`src/rtl/awmc_panel_pkg.sv`:
```
// Shared types and constants for the washing-machine operator panel.
package awmc_panel_pkg;

  localparam int unsigned STAGE_W = 3;
  localparam int unsigned LED_W   = 5;

  localparam logic [STAGE_W-1:0] STG_IDLE = 3'b111;
  localparam logic [STAGE_W-1:0] STG_LAST = 3'd4;

  typedef enum logic [2:0] {
    ST_IDLE,
    ST_RUNNING,
    ST_PAUSE_REQ,
    ST_PAUSED,
    ST_FINISHED
  } state_t;

  // Stage codes above STG_LAST (idle or illegal) light nothing.
  function automatic logic [LED_W-1:0] stage_onehot(input logic [STAGE_W-1:0] s);
    logic [LED_W-1:0] oh;
    oh = '0;
    for (int unsigned i = 0; i < LED_W; i++) begin
      oh[i] = (s == STAGE_W'(i));
    end
    return oh;
  endfunction

endpackage

```
`src/rtl/awmc_panel_debounce.sv`:
```
// Button front end: 2-flop synchronizer, debounce counter, one-cycle press event.
module awmc_debounce #(
  parameter int unsigned DEBOUNCE_CYCLES = 4
) (
  input  logic clk,
  input  logic reset,
  input  logic btn,
  output logic press
);

  localparam int unsigned CW = $clog2(DEBOUNCE_CYCLES + 1);

  logic          sync1;
  logic          sync2;
  logic          level;
  logic [CW-1:0] cnt;
  logic          accept;

  // Accept fires in the cycle whose edge commits the new level, so the press
  // event lines up with the debounced 0->1 transition.
  assign accept = (sync2 != level) && (cnt == CW'(DEBOUNCE_CYCLES - 1));
  assign press  = accept && sync2;

  always_ff @(posedge clk) begin
    if (!reset) begin
      sync1 <= 1'b0;
      sync2 <= 1'b0;
      level <= 1'b0;
      cnt   <= '0;
    end else begin
      sync1 <= btn;
      sync2 <= sync1;
      if (sync2 == level) begin
        cnt <= '0;
      end else if (accept) begin
        level <= sync2;
        cnt   <= '0;
      end else begin
        cnt <= cnt + 1'b1;
      end
    end
  end

endmodule

```
`src/rtl/awmc_panel.sv`:
```
// Operator panel: debounced buttons, run/pause/resume handshake and indicators.
module awmc_panel
  import awmc_panel_pkg::*;
#(
  parameter int unsigned DEBOUNCE_CYCLES = 4,
  parameter int unsigned BUZZ_CYCLES     = 8,
  parameter int unsigned BLINK_HALF      = 4
) (
  input  logic               clk,
  input  logic               reset,
  input  logic               btn_start,
  input  logic               btn_pause,
  input  logic [STAGE_W-1:0] stage_in,
  input  logic               done_in,
  output logic               start,
  output logic               pause,
  output logic [LED_W-1:0]   stage_led,
  output logic               paused_led,
  output logic               door_lock,
  output logic               buzzer,
  output logic               fault
);

  localparam int unsigned BZ_W = $clog2(BUZZ_CYCLES + 1);
  localparam int unsigned BL_W = $clog2(BLINK_HALF + 1);

  state_t             state, state_n;
  logic               start_n;
  logic               start_ev, pause_ev;
  logic [STAGE_W-1:0] last_stage;
  logic [BZ_W-1:0]    buzz_cnt;
  logic [BL_W-1:0]    blink_cnt;
  logic               blink_on;
  logic [LED_W-1:0]   stage_oh;

  awmc_debounce #(.DEBOUNCE_CYCLES(DEBOUNCE_CYCLES)) u_db_start (
    .clk   (clk),
    .reset (reset),
    .btn   (btn_start),
    .press (start_ev)
  );

  awmc_debounce #(.DEBOUNCE_CYCLES(DEBOUNCE_CYCLES)) u_db_pause (
    .clk   (clk),
    .reset (reset),
    .btn   (btn_pause),
    .press (pause_ev)
  );

  always_ff @(posedge clk) begin
    if (!reset) begin
      state <= ST_IDLE;
      start <= 1'b0;
    end else begin
      state <= state_n;
      start <= start_n;
    end
  end

  // Blink phase is held "lit" outside PAUSED so it starts lit on entry.
  always_ff @(posedge clk) begin
    if (!reset) begin
      last_stage <= STG_IDLE;
      fault      <= 1'b0;
      buzz_cnt   <= '0;
      blink_cnt  <= '0;
      blink_on   <= 1'b0;
    end else begin
      if (stage_in <= STG_LAST) last_stage <= stage_in;
      if (state != ST_IDLE && stage_in > STG_LAST && stage_in != STG_IDLE) fault <= 1'b1;

      if (state == ST_RUNNING && done_in) begin
        buzz_cnt <= BZ_W'(BUZZ_CYCLES);
      end else if (state == ST_FINISHED && buzz_cnt != '0) begin
        buzz_cnt <= buzz_cnt - 1'b1;
      end

      if (state != ST_PAUSED) begin
        blink_on  <= 1'b1;
        blink_cnt <= '0;
      end else if (blink_cnt == BL_W'(BLINK_HALF - 1)) begin
        blink_on  <= ~blink_on;
        blink_cnt <= '0;
      end else begin
        blink_cnt <= blink_cnt + 1'b1;
      end
    end
  end

  assign stage_oh = stage_onehot(last_stage);

  always_comb begin
    state_n    = state;
    start_n    = 1'b0;
    pause      = 1'b0;
    door_lock  = 1'b0;
    paused_led = 1'b0;
    stage_led  = '0;
    buzzer     = (buzz_cnt != '0);
    case (state)
      ST_IDLE: begin
        if (start_ev) begin
          start_n = 1'b1;
          state_n = ST_RUNNING;
        end
      end
      ST_RUNNING: begin
        door_lock = 1'b1;
        stage_led = stage_oh;
        if (done_in)       state_n = ST_FINISHED;
        else if (pause_ev) state_n = ST_PAUSE_REQ;
      end
      ST_PAUSE_REQ: begin
        pause     = 1'b1;
        door_lock = 1'b1;
        stage_led = stage_oh;
        if (stage_in == STG_IDLE) state_n = ST_PAUSED;
      end
      ST_PAUSED: begin
        pause      = 1'b1;
        paused_led = 1'b1;
        stage_led  = blink_on ? stage_oh : '0;
        if (start_ev || pause_ev) state_n = ST_RUNNING;
      end
      ST_FINISHED: ;
      default: state_n = ST_IDLE;
    endcase
  end

endmodule

```
`config.mk`:
```
export PLATFORM = sky130hd
export DESIGN_NAME = awmc_panel
export DESIGN_NICKNAME = d
export VERILOG_FILES = /design/src/rtl/awmc_panel_pkg.sv /design/src/rtl/awmc_panel_debounce.sv /design/src/rtl/awmc_panel.sv
export SDC_FILE = /design/constraint.sdc
export NUM_CORES = 1
export LEC_CHECK = 0
export CAP_MARGIN = 40
export CORE_ASPECT_RATIO = 2
export CORE_MARGIN = 10
export CORE_UTILIZATION = 45
export CTS_CLUSTER_SIZE = 12
export DETAILED_ROUTE_END_ITERATION = 10
export DONT_BUFFER_PORTS = 1
export GPL_TIMING_DRIVEN = 1
export PLACE_DENSITY = 0.64
export SYNTH_ARGS = -nofsm -noshare
export SYNTH_HDL_FRONTEND = slang
export SYNTH_HIERARCHICAL = 1
export SYNTH_SLANG_ARGS = --single-unit
```
`constraint.sdc`:
```
create_clock -name clk -period 1.5 [get_ports clk]
set_input_delay 0.3 -clock clk [delete_from_list [all_inputs] [get_ports clk]]
set_output_delay 0.3 -clock clk [all_outputs]
set_load 0.1 [all_outputs]
```
==> metrics.yaml <==
run_status:
  status: "finished with violations"
  violations: "setup timing"
clock_network:
  cts_buffers: 3
  cts_tree: "yes"
  clkTransAtPathRegs_ns: 0.10
  clockRootBuffer: "clkbuf_8"
  clock_latency_ns: 0.28
  cts_sinks: 28
  clk_path_buf_depth: 2
  ctsHtreeMaxLevel: 1
worst_setup_path:
  endpoint_kind: "output pin"
  worst_ep_arrival_time_ns: 1.80
  rrSetupSlack_ns: -0.11
  critPathKind: "flop to output pin"
  cp_data_required_time_ns: 1.20
  cp-start-kind: "flop"
  reg2reg_to: "buzz_cnt[2]"
  worstRegToRegCells: 5
  critPathMaxFanout: 4
  r2r_start: "state[1]"
run:
  drv_cap: 0
detailed_routing:
  drt_iter0_drc: 22
  dr_total_vias: 1084
  wl_per_cell_um: 15.0
  finalWirelength_um: 2950
  remaining_drc_errors: 0
  via_per_inst: 5.50
  antenna_left: 0
  firstDrtPassIters: 4
logic_synthesis:
  syn_inst: 134
  netlist_area_um2: 1250
  synth.distinct_cells: 31
  syn_avg_cell_area_um2: 9.34
  ys_warn_count: 6
  synth_fp_nets: 150
  ys_ff_latch: 28
  ys_seq_area_share_pct: 44.8
global_route:
  gr-usage-all-layers_pct: 10.9
  grt_pass1_vias: 1102
  grt_pass1_wl_um: 4890
  overflow: 0
  grt_max_degree: 23
  grt_antenna_before_repair: 0
placed_design:
  gp_congestion: 0.753
  port_buffers: 0
  place_hpwl_um: 2120
  dp_cells: 179
  dp_slack_ns: -0.322
floorplanning:
  rows: 27
  ios: 19
  core_area_um2: 2700
  die_x_um: 57.3
  die_y_um: 94.6
  die_area_um2: 5420
  start_util_pct: 46.3
hold_path:
  hold_end: "last_stage[2]"
  hold_path_startpoint: "reset"
  min_path_cells: 1
  min_path_type: "primary input to flop"
sta:
  max_freq_mhz: 477
  drv_slew: 0
  worstMarginPinSlew_ns: 0.476
  rsz0062_at_grt: "yes"
  tns_ns: -3.06
  hold_violations: 0
  period_share_pct: 140
  setup_viol: 11
  final.setup.worst_slack_ns: -0.596
  min_period_ns: 2.10
  slew_headroom_pct: 67.9
  finalClockSkew_ns: 0.00401
cells_and_area:
  fill_cells: 201
  drive_above_1_share_pct: 44.0
  area_growth_syn_to_layout_pct: 52.4
  postLayoutCoreUtil_pct: 70.6
  final_cells: 197
  nets: 185
  antenna_cells: 0
  final_cell_mix: "dfxtp_1 (21), buf_4 (21), inv_1 (8), buf_12 (8), nor2_1 (7)"
power_and_ir_drop:
  p_total_mw: 1.41
  ir_worst_vdd_mv: 0.778
  p_leak_nw: 0.768
  p_per_area_nw_per_um2: 738
## how the worst max path moves through the flow
stage	start	to	slack, ns	depth (start not counted)
6_report	blink_on	stage_led[0]	-0.60	4
5_1_grt	blink_on	stage_led[0]	-0.65	4
4_1_cts	blink_on	stage_led[0]	-0.60	4
3_5_place_dp	blink_on	stage_led[0]	-0.32	4
3_3_place_gp	blink_on	stage_led[0]	-0.27	4
2_1_floorplan	state[1]	stage_led[0]	-0.69	3
## cell families after synthesis
group	synth area share, %
compound gates	11.3
xor+xnor	2.80
fa+ha+maj	8.00
buf+inv	4.60
flops	44.8
simple gates	28.5
## cell type report
type	instances	area (um2)	share of cell area, %
clock buffers	3	41.3	2.17
inverters	11	43.8	2.30
flip-flops and latches	28	572	30.0
multi-input cells	91	802	42.1
clock inverters	1	30.0	1.57
well taps	29	36.3	1.90
repair buffers	34	382	20.0
## through the flow
| step | hold slack [ns] | instance area [um2] |
|---|---|---|
| 2_1_floorplan | 0.399 | 1320 |
| 3_3_place_gp | 0.371 | 1590 |
| 3_5_place_dp | 0.369 | 1590 |
| 4_1_cts | 0.0758 | 1800 |
| 5_1_grt | 0.0649 | 1910 |
| 6_report | 0.0781 | 1910 |
## Yosys cell counts
cell type	n	area [um2]
or4_1	2	15.0
dfxtp_1	28	561
ha_1	8	100
clkbuf_1	3	11.3
xnor2_1	4	35.0
a21boi_0	3	22.5
and4_1	1	8.76
inv_1	11	41.3
nor4bb_1	2	20.0
nand2_1	5	18.8
nor3_1	6	30.0
o21ai_0	7	35.0
buf_2	1	5.00
nand3b_1	2	15.0
nand3_1	2	10.0
a211oi_1	1	7.51
or3_1	1	6.26
nor4_1	1	6.26
and4bb_2	2	25.0
nor2b_1	3	18.8
nor4b_1	5	43.8
and2_1	4	25.0
and3b_1	2	17.5
a311oi_1	2	17.5
nor2_1	10	37.5
or3b_4	1	11.3
nand2b_1	4	25.0
a21oi_1	7	35.0
o31a_1	1	8.76
o21a_1	2	15.0
nor3b_1	3	22.5
## where the power goes
| group | leakage (nW) | total (mW) | switching [mW] | internal, mW |
|---|---|---|---|---|
| clock | 0.0357 | 0.597 | 0.239 | 0.358 |
| sequential | 0.231 | 0.765 | 0.00970 | 0.755 |
| combinational | 0.502 | 0.0461 | 0.0232 | 0.0229 |
## sequential cells by signal (all words and copies together) (netlist names)
signal            flops
buzz_cnt              4
fault                 1
u_db_start/cnt        3
u_db_start/sync2      1
u_db_pause/sync2      1
u_db_pause/cnt        3
last_stage            3
state                 3
blink_cnt             3
start                 1
u_db_start/level      1
u_db_start/sync1      1
u_db_pause/level      1
u_db_pause/sync1      1
blink_on              1
## worst max-delay path: stages, from the launching register on
cell and delay, ns:
dfxtp_2 0.34, and3b_1 0.18, or4_4 0.56, nor3_4 0.24
buf_12 0.20
## routing by layer
layer  wire (um)  GRT usage, %  part of all wire, %
met1        1100          10.1                   37
met2        1640          21.3                   55
met3         147          3.23                  5.0
met4          67          4.33                  2.3
met5           0             0                    0
## what timing repair did
item,4_1_cts,5_1_grt
endpoints found under the setup margin,13,14
hold buffers,0,0
buffers inserted,6,8
resized for setup,21,16
endpoints found under the hold margin,0,0
pin swaps,8,9
Power figures use the tool's default switching activity.
